<file path="src/rtl/pixel_line_doubler_pkg.sv">
// Shared definitions for the pixel line doubler.
//   state_t    : row FSM encoding (S_BLANK / S_FETCH / S_REPLAY)
//   tap_t      : one stage of the x/active/mode delay line
//   H_ACT/V_ACT: active display area in output pixels
//   SRC_W/SRC_H: source framebuffer geometry
//   crc8_step  : one byte of CRC-8 (poly CRC8_POLY), used by the optional frame CRC
package pixel_line_doubler_pkg;

   typedef enum logic [1:0] {
      S_BLANK  = 2'd0,
      S_FETCH  = 2'd1,
      S_REPLAY = 2'd2
   } state_t;

   localparam logic [9:0] H_ACT     = 10'd640;
   localparam logic [9:0] V_ACT     = 10'd480;
   localparam int         SRC_W     = 320;
   localparam int         SRC_H     = 240;
   localparam logic [7:0] CRC8_POLY = 8'h07;

   typedef struct packed {
      logic [9:0] x;
      logic       act;
      state_t     mode;
   } tap_t;

   function automatic logic [7:0] crc8_step(input logic [7:0] crc, input logic [7:0] d);
      logic [7:0] c;
      c = crc ^ d;
      for (int i = 0; i < 8; i++) begin
         c = c[7] ? ((c << 1) ^ CRC8_POLY) : (c << 1);
      end
      return c;
   endfunction

endpackage

</file>
<file path="src/rtl/px_line_ram.sv">
// Line buffer: DEPTH x 8 simple dual-port RAM, one write port and one registered
// read port, written for block-RAM inference. Contents are not reset.
//   clk    : pixel clock
//   we     : write enable, waddr/wdata : write address/data
//   re     : read enable,  raddr       : read address
//   rdata  : read data, valid the cycle after re
module px_line_ram #(
   parameter int DEPTH = 320,
   parameter int AW    = 9
) (
   input  logic          clk,
   input  logic          we,
   input  logic [AW-1:0] waddr,
   input  logic [7:0]    wdata,
   input  logic          re,
   input  logic [AW-1:0] raddr,
   output logic [7:0]    rdata
);

   logic [7:0] mem [DEPTH];

   always_ff @(posedge clk) begin
      if (we) mem[waddr] <= wdata;
      if (re) rdata <= mem[raddr];
   end

endmodule

</file>
<file path="src/rtl/pixel_line_doubler.sv">
// Pixel line doubler: shows a 320x240 R3G3B2 framebuffer as 640x480. Even rows are
// fetched from the framebuffer read port and copied into a line buffer; the following
// odd row is replayed from that buffer so the framebuffer is free for CPU writes.
// Optional feature macro: PX_LINE_DOUBLER_CRC_EN adds frame_crc (CRC-8 of the shown frame).
//   clkPixel          : pixel clock
//   reset_n           : asynchronous active-low reset
//   x, y, blank, vsync: timing generator inputs
//   gpu_addr/gpu_data : framebuffer read port (data arrives DATA_LAT cycles after address)
//   using_line_buffer : odd row served from the line buffer, framebuffer free
//   px_out, px_valid  : output pixel, DATA_LAT+2 cycles after x/y/blank
//   frame_crc         : (CRC build only) CRC of the previous frame, updated on vsync rise
//
// state    | meaning
// S_BLANK  | outside a row's active area, waiting for x==0
// S_FETCH  | row shown from framebuffer, even pixels copied into line buffer
// S_REPLAY | odd row shown from line buffer, gpu_addr frozen
module pixel_line_doubler #(
   parameter int DATA_LAT = 3,
   parameter int SRC_W    = pixel_line_doubler_pkg::SRC_W,
   parameter int SRC_H    = pixel_line_doubler_pkg::SRC_H
) (
   input  logic        clkPixel,
   input  logic        reset_n,
   input  logic [9:0]  x,
   input  logic [9:0]  y,
   input  logic        blank,
   input  logic        vsync,
   output logic [16:0] gpu_addr,
   input  logic [7:0]  gpu_data,
   output logic        using_line_buffer,
   output logic [7:0]  px_out,
   output logic        px_valid
`ifdef PX_LINE_DOUBLER_CRC_EN
   ,
   output logic [7:0]  frame_crc
`endif
);

   import pixel_line_doubler_pkg::*;

   localparam int AW   = $clog2(SRC_W);
   localparam int NTAP = DATA_LAT + 1;

   state_t     state, state_nxt;
   logic       line_ok;
   logic       active, row_start, frame_off;
   tap_t       tap_q [NTAP];
   tap_t       tap_out;
   logic       wr_en, rd_en;
   logic [7:0] rd_data;

   assign active    = !blank && (x < H_ACT) && (y < V_ACT);
   assign row_start = active && (x == 10'd0);
   assign frame_off = vsync || (y[9:1] >= 9'(SRC_H));

   always_comb begin
      state_nxt = state;
      if (row_start)    state_nxt = (y[0] && line_ok) ? S_REPLAY : S_FETCH;
      else if (!active) state_nxt = S_BLANK;
   end

   always_ff @(posedge clkPixel or negedge reset_n) begin
      if (!reset_n) state <= S_BLANK;
      else          state <= state_nxt;
   end

   // Delay line carries the mode that applies to each pixel (state_nxt, since the
   // state register itself only switches after the x==0 pixel).
   always_ff @(posedge clkPixel or negedge reset_n) begin
      if (!reset_n) begin
         for (int i = 0; i < NTAP; i++) tap_q[i] <= '0;
      end else begin
         tap_q[0] <= '{x, active, state_nxt};
         for (int i = 1; i < NTAP; i++) tap_q[i] <= tap_q[i-1];
      end
   end

   assign tap_out = tap_q[NTAP-1];
   assign wr_en   = tap_out.act && (tap_out.mode == S_FETCH) && !tap_out.x[0];
   // Read one stage early so the registered read data lines up with tap_out.
   assign rd_en   = tap_q[NTAP-2].act && (tap_q[NTAP-2].mode == S_REPLAY);

   px_line_ram #(.DEPTH(SRC_W), .AW(AW)) u_line_ram (
      .clk   (clkPixel),
      .we    (wr_en),
      .waddr (tap_out.x[AW:1]),
      .wdata (gpu_data),
      .re    (rd_en),
      .raddr (tap_q[NTAP-2].x[AW:1]),
      .rdata (rd_data)
   );

   always_ff @(posedge clkPixel or negedge reset_n) begin
      if (!reset_n)
         gpu_addr <= '0;
      else if (active && state_nxt != S_REPLAY)
         gpu_addr <= 17'(y[9:1]) * 17'(SRC_W) + 17'(x[9:1]);
   end

   always_ff @(posedge clkPixel or negedge reset_n) begin
      if (!reset_n)
         line_ok <= 1'b0;
      else if (frame_off)
         line_ok <= 1'b0;
      else if (state == S_REPLAY && state_nxt == S_BLANK)
         line_ok <= 1'b0;
      else if (wr_en && tap_out.x == (H_ACT - 10'd2))
         line_ok <= 1'b1;
   end

   // Held from the replay decision until the next row's decision, so the
   // following hblank is also free for CPU writes.
   always_ff @(posedge clkPixel or negedge reset_n) begin
      if (!reset_n)       using_line_buffer <= 1'b0;
      else if (frame_off) using_line_buffer <= 1'b0;
      else if (row_start) using_line_buffer <= (state_nxt == S_REPLAY);
   end

   always_ff @(posedge clkPixel or negedge reset_n) begin
      if (!reset_n) begin
         px_out   <= '0;
         px_valid <= 1'b0;
      end else if (tap_out.act) begin
         px_out   <= (tap_out.mode == S_REPLAY) ? rd_data : gpu_data;
         px_valid <= 1'b1;
      end else begin
         px_out   <= '0;
         px_valid <= 1'b0;
      end
   end

`ifdef PX_LINE_DOUBLER_CRC_EN
   logic       vsync_q;
   logic [7:0] crc_run;

   always_ff @(posedge clkPixel or negedge reset_n) begin
      if (!reset_n) begin
         vsync_q   <= 1'b0;
         crc_run   <= '0;
         frame_crc <= '0;
      end else begin
         vsync_q <= vsync;
         if (vsync && !vsync_q) begin
            frame_crc <= crc_run;
            crc_run   <= '0;
         end else if (px_valid) begin
            crc_run <= crc8_step(crc_run, px_out);
         end
      end
   end
`endif

endmodule

</file>
<file path="config.mk">
export PLATFORM = sky130hd
export DESIGN_NAME = pixel_line_doubler
export DESIGN_NICKNAME = d
export VERILOG_FILES = /design/src/rtl/pixel_line_doubler_pkg.sv /design/src/rtl/px_line_ram.sv /design/src/rtl/pixel_line_doubler.sv
export SDC_FILE = /design/constraint.sdc
export NUM_CORES = 2
export LEC_CHECK = 0
export CAP_MARGIN = 20
export CORE_MARGIN = 3
export CORE_UTILIZATION = 40
export DETAILED_ROUTE_END_ITERATION = 12
export HOLD_SLACK_MARGIN = 0.06
export PLACE_DENSITY = 0.69
export SETUP_SLACK_MARGIN = 0.2
export SLEW_MARGIN = 15
export SYNTH_ARGS = -nofsm -noshare
export SYNTH_HDL_FRONTEND = slang
export SYNTH_SLANG_ARGS = --single-unit
</file>
<file path="constraint.sdc">
create_clock -name clkPixel -period 2.7 [get_ports clkPixel]
set_input_delay 0.27 -clock clkPixel [delete_from_list [all_inputs] [get_ports clkPixel]]
set_output_delay 0.27 -clock clkPixel [all_outputs]
set_load 0.01 [all_outputs]
</file>
== After elaboration in Yosys (flattened, before gate mapping) ==
Memories as Yosys holds them, arrays and structs flattened. A register that Yosys moved wholly into a read port is not among the register bits.
Cells that the tools add are included.

* Input port bits: 32
* Bits in writable memories: 2560
* ROM bits: 0
* Memories: 1
* Bits in latches: 0
* Register bits after elaboration: 80
* Word-level logic and storage cells: 60

{| class="wikitable"
|+ Memory list
! name !! depth !! width !! rd ports !! clocked after memory_dff !! write ports !! line !! text
|-
| u_line_ram.mem || 320 || 8 || 1 || 1 || 1 || px_line_ram.sv:20 || <nowiki>logic [7:0] mem [DEPTH];</nowiki>
|}

* Bitwise gates (word level): 0
* Magnitude comparators: 3
* Equality and inequality tests: 7
* Shift operators: 0
* Divide/modulo/power cells: 0
* $mul: 1
* Add/sub/neg operators: 1
* Multiplexer cells: 13
* Reduce and logical (&&, ||, !) cells: 17

{| class="wikitable"
|+ Operators with widths
! operator !! number
|-
| $add A17 B9 Y17 || 1
|-
| $mux W8 || 2
|-
| $mul A9 B3 Y11 const B || 1
|-
| $eq A10 B10 Y1 const B || 1
|-
| $logic_and A1 B1 Y1 || 10
|-
| $logic_not A10 Y1 || 1
|-
| $lt A10 B10 Y1 const B || 1
|-
| $lt A10 B9 Y1 const B || 1
|-
| $ge A9 B8 Y1 const B || 1
|-
| $eq A2 B2 Y1 const B || 4
|-
| $mux W1 || 8
|-
| $mux W2 || 3
|-
| $reduce_bool A3 Y1 || 1
|-
| $eq A2 B1 Y1 const B || 1
|-
| $logic_not A1 Y1 || 2
|-
| $logic_not A2 Y1 || 1
|-
| $ne A2 B2 Y1 const B || 1
|-
| $reduce_bool A2 Y1 || 1
|-
| $logic_or A1 B1 Y1 || 1
|}

== Logic depth before layout (Yosys ltp) ==
* Depth in word-level cells: 9
* Gate-level depth with buffers: 12

== Hierarchy ==
A second synthesis with hierarchy kept.

* Cell total of the unflattened synthesis: 4836
* Area total of the unflattened synthesis: 102673.5 µm²

{| class="wikitable"
|+ By module, submodules not included
! module !! cells each !! area an instance (µm²) !! times used
|-
| px_line_ram || 4606 || 99459.1 || 1
|-
| pixel_line_doubler || 230 || 3214.3 || 1
|}

== Worst setup path before layout ==
OpenSTA, ideal clock, no wires.

* Path type: reg2reg
* Start point: register tap_q[18] in the netlist's numbering
* End point: register u_line_ram.rdata[3] (read register of u_line_ram.mem) (data pin)
* Library setup time: 270 ps
* Buffers on the path: 4
* Stages on the path, launching flop included: 10
* Arrival time: 2629 ps
* Setup slack: -199 ps
* Cells stage by stage: dfrtp_1 > buf_4 > buf_6 > buf_2 > buf_1 > mux4_2 > o211ai_1 > nand4_1 > a2111oi_0 > a31oi_1

{| class="wikitable"
|+ RTL lines
! item !! line !! text
|-
| from (decl) || pixel_line_doubler.sv:47 || <nowiki>tap_t tap_q [NTAP];</nowiki>
|-
| to (decl) || px_line_ram.sv:17 || <nowiki>output logic [7:0] rdata</nowiki>
|}

==> results by stage <==
Layout:
- The area taken by multi-input logic gates is between 20,000 and 25,000 um2.
- The final net count is between 5,000 and 6,000.
- The area added between synthesis and finish is 20.8%.
- In the layout the commonest cells are edfxtp_1, buf_4, mux4_2, mux2i_1, nor2_1.
- Summing all flip-flop and latch instances after layout gives around 79,000 um2.
- Leaving out fill and tap cells, the most frequent cell in the layout is edfxtp_1.
- With fillers left out, the area of the finished cells amounts to around 120,000 um2.
- In the final layout, the share of cells above drive strength 1 is 0.312.
- The count of fill cells added during filler insertion is 20,200.

Global route:
- Entering global routing, the biggest net connects around 120 pins.
- The initial antenna violation count was 8.
- The first global-routing pass estimated 379 mm of wire.
- The number of global-route vias before repair is approximately 55,000.
- The remaining global-route overflow is 0.
- Across every metal layer, demand over resource in global routing totals 0.195.

Power and ir drop:
- The power per unit of standard cell area is between 600 and 700 nW/um2.
- In this run the static leakage power is between 40 and 50 nW.
- After layout, the design draws a total of slightly below 90 mW.
- The highest ir drop seen on vdd is 0.000547 V.

STA:
- The total count of max-transition violations in the final report is 0.
- The upper clock frequency limit is a little under 300 MHz.
- Setup repair after global routing could not meet its margin everywhere.
- At the pin with the least slew margin, the transition time is 0.976 ns.
- The number of hold-slack violations in the final timing report is 0.
- For the final database, setup skew stands at approximately 0.088 ns.
- The post-route fraction of the period consumed by the critical path is 1.25.
- Once routing completed, OpenROAD measured the worst setup slack at -0.666 ns.
- In this run the tightest slew margin relative to its limit is 0.349.
- The smallest clock period supported by the final layout is computed as ~3.4 ns.
- Setup violations remaining at the end of the flow were counted as 8.

CTS:
- Clock-pin slew was measured on the worst setup and hold paths at 0.06 ns.
- The TritonCTS clock tree is yes.
- The clock insertion delay at the later pin of the skew report is between 0.9 and 1 ns.
- The clock tree buffer depth is 4.
- The clock sink count is roughly 2,600.
- The cell sitting at the root of the clock tree is a clkbuf_16.
- In this run, CTS created clock tree buffers numbering ~280.
- The H-tree was split into 5 levels.

Worst hold path:
- The hold path startpoint is y[0].
- The worst hold-check path type is in2reg.

Route:
- For this block, the via count after detailed routing is 54,300.
- The first-pass detailed-route iteration total is 6.
- The count of nets left with antenna violations once routing finished came out at 0.
- In the final routed layout, each cell accounts on average for ~27 um.
- After detailed routing, the total wire length is roughly 260 mm.
- The remaining design rule violation count is 0.
- The number of violations reported at the end of detailed-routing iteration 0 is 6,815.
- After detailed routing, the number of vias per cell comes to 5.72.

Floorplan:
- The overall die area is around 260,000 um2.
- For this configuration, the core starts out at a cell density of 0.403.
- The total I/O pin count is 59.
- Measured along the x axis, the die boundary spans 512 um.
- The region available for standard cell placement spans 255,000 um2.
- The die is ~500 um tall.
- The cell row count is ~190.

Setup path:
- Together, buffers and inverters on the worst path number 3.
- The most prevalent standard cell on the critical path is buf_4.
- The critical path's largest stage delay is 0.56 ns.
- The type of the worst setup path is reg2reg.
- The cell family contributing the most delay on the critical path is compound AO/OA/AOI/OAI gates.
- In this run the worst path has a maximum fanout of 8.
- The worst setup path is captured at a register.
- The beginning of the critical path is tap_q[18]$_DFF_PN0_.
- For this design, the slowest cell found on the critical path is or4_4.
- Data on the critical path arrives at its endpoint at approximately 4.0 ns.
- The signal on the critical path passes through buf_12 -> mux4_2 -> o211ai_1 -> a41oi_2 -> buf_4 -> or4_4 -> a2111oi_4 -> buf_4 -> a31oi_1.
- The startpoint of the worst-slack reg-to-reg timing path is tap_q[18]$_DFF_PN0_.
- STA classifies the critical path startpoint as a register.
- The critical path data required time is around 3.4 ns.

Run:
- The tool flagged a number of max-cap violations equal to 0.

Yosys:
- Summed over all instances, the cell type with the most area after synthesis is edfxtp_1.
- The cell count after synthesis is roughly 5,000.
- The number of nets produced by synthesis is about 5,000.
- Synthesis instantiated 63 different standard cells from the library.
- The average size of a mapped cell is between 20 and 25 um2.
- The share of Yosys cell area claimed by the top area cell type is 0.752.
- During synthesis, Yosys emitted a total of 0 warnings.
- In this run, synthesis inferred ~2,600 flip-flops with an integrated enable.
- Counting flops and latches in the post-synthesis netlist gives around 2,600.
- The share of flip-flops with an asynchronous set or reset after synthesis is 0.0302.
- Ranked by total cell area, the synthesized netlist is headed by edfxtp_1, mux4_2, mux2i_1.
- Among all flip-flop cells after synthesis, the most frequent one is edfxtp_1.
- The mapped cell area is between 100,000 and 150,000 um2.
- The sequential-to-total area share from yosys stat is 0.772.

Place:
- The number of buffer cells added on primary ports is 58.
- Detailed placement finished with a half-perimeter wire length of ~160 mm.
- The area of placed instances is roughly 110,000 um2.
- The last weighted congestion value of the routability-driven placer is about 0.86.

Run status:
- The run finished, with violations left.
- The checks that failed: setup timing.
==> repair_timing <==
item | 4_1_cts | 5_1_grt
cloned | 14 | 4
hold buffers | 25 | 0
resized for setup | 118 | 46
endpoints found under the setup margin | 8 | 194
pin swaps | 19 | 7
hold endpoints to repair | 713 | 0
setup buffers | 24 | 3
==> path summary, 6_finish.rpt <==
path | slack (ns) | end | cells past startpoint
max | -0.67 | u_line_ram.rdata[5]$_DFFE_PP_ | 9
min | 0.19 | tap_q[39]$_DFF_PN0_ | 4
max reg2reg | -0.67 | u_line_ram.rdata[5]$_DFFE_PP_ | 9
min reg2reg | 0.34 | tap_q[34]$_DFF_PN0_ | 0
max in group asynchronous | 1.88 | px_out[2]$_DFF_PN0_ | 4
min in group asynchronous | 0.51 | tap_q[24]$_DFF_PN0_ | 4
==> layer usage <==
layer,vias to the layer above,track usage,routed length (um)
met5,-,0,21
li1,22600,-,-
met3,548,0.0399,24500
met1,28300,0.268,102000
met2,2828,0.310,126000
met4,4,0.0660,8800
==> tightest hold or removal path: stages <==
cell and delay (ns):
clkdlybuf4s50_1 0.40, nand2_1 0.12, o21ai_0 0.14, a21oi_1 0.16
==> kinds of logic (layout without fill, tap and decap cells) <==
logic type               Yosys count  count (layout)  synth area share
AO/OA/AOI/OAI                    453             453            0.0323
XOR/XNOR                          14              14           0.00133
adder cells (fa/ha/maj)           19              19           0.00247
buffers and inverters            313            1433            0.0152
flip-flops                      2648            2648             0.772
multiplexers                     893             893             0.148
other                              0               2                 0
AND/OR/NAND/NOR                  666             666            0.0291
==> stage by stage <==
stage	setup TNS, ns	utilization	hold WS (ns)	std cells	setup slack, ns
5_1_grt	-5.12	0.487	0.185	9493	-0.720
6_report	-4.70	0.487	0.188	9494	-0.666
2_1_floorplan	0	-	-0.0256	5006	0.109
4_1_cts	-4.45	0.485	0.105	9485	-0.639
3_3_place_gp	-7.74	0.445	0.285	8950	-0.983
3_5_place_dp	-7.79	0.445	0.282	8950	-0.982
==> sequential cells by signal, indices dropped and copies added (netlist names) <==
register           count
line_ok                1
using_line_buffer      1
u_line_ram.mem      2560
tap_q                 39
gpu_addr              17
u_line_ram.rdata       8
px_valid               1
tap_out               13
px_out                 8
==> final cells by class <==
cell class,count,share of cell area
Antenna cell,2,0.0000404
Clock buffer,352,0.0605
Clock inverter,120,0.00874
Inverter,8,0.000242
Multi-Input combinational cell,2045,0.182
Sequential cell,2648,0.639
Tap cell,3366,0.0340
Timing Repair Buffer,953,0.0757
==> synthesized netlist by cell type, drive strengths merged, types with 21 or more instances <==
| library cell | count |
|---|---|
| nand3 | 63 |
| a221oi | 40 |
| o22ai | 32 |
| a22o | 24 |
| buf | 179 |
| o21ai | 29 |
| nand2 | 128 |
| o2111ai | 32 |
| a31oi | 26 |
| mux4 | 496 |
| nor2 | 356 |
| a21oi | 52 |
| a22oi | 128 |
| edfxtp | 2568 |
| mux2 | 21 |
| nor2b | 24 |
| clkbuf | 126 |
| mux2i | 376 |
| dfrtp | 80 |
| o211ai | 33 |
==> power by group <==
part           switching (mW)  internal [mW]  total (mW)
combinational            2.74           2.10        4.85
sequential             0.0947           45.2        45.3
clock                    15.2           21.3        36.5
Note: power is estimated with default switching activity, not from simulation.
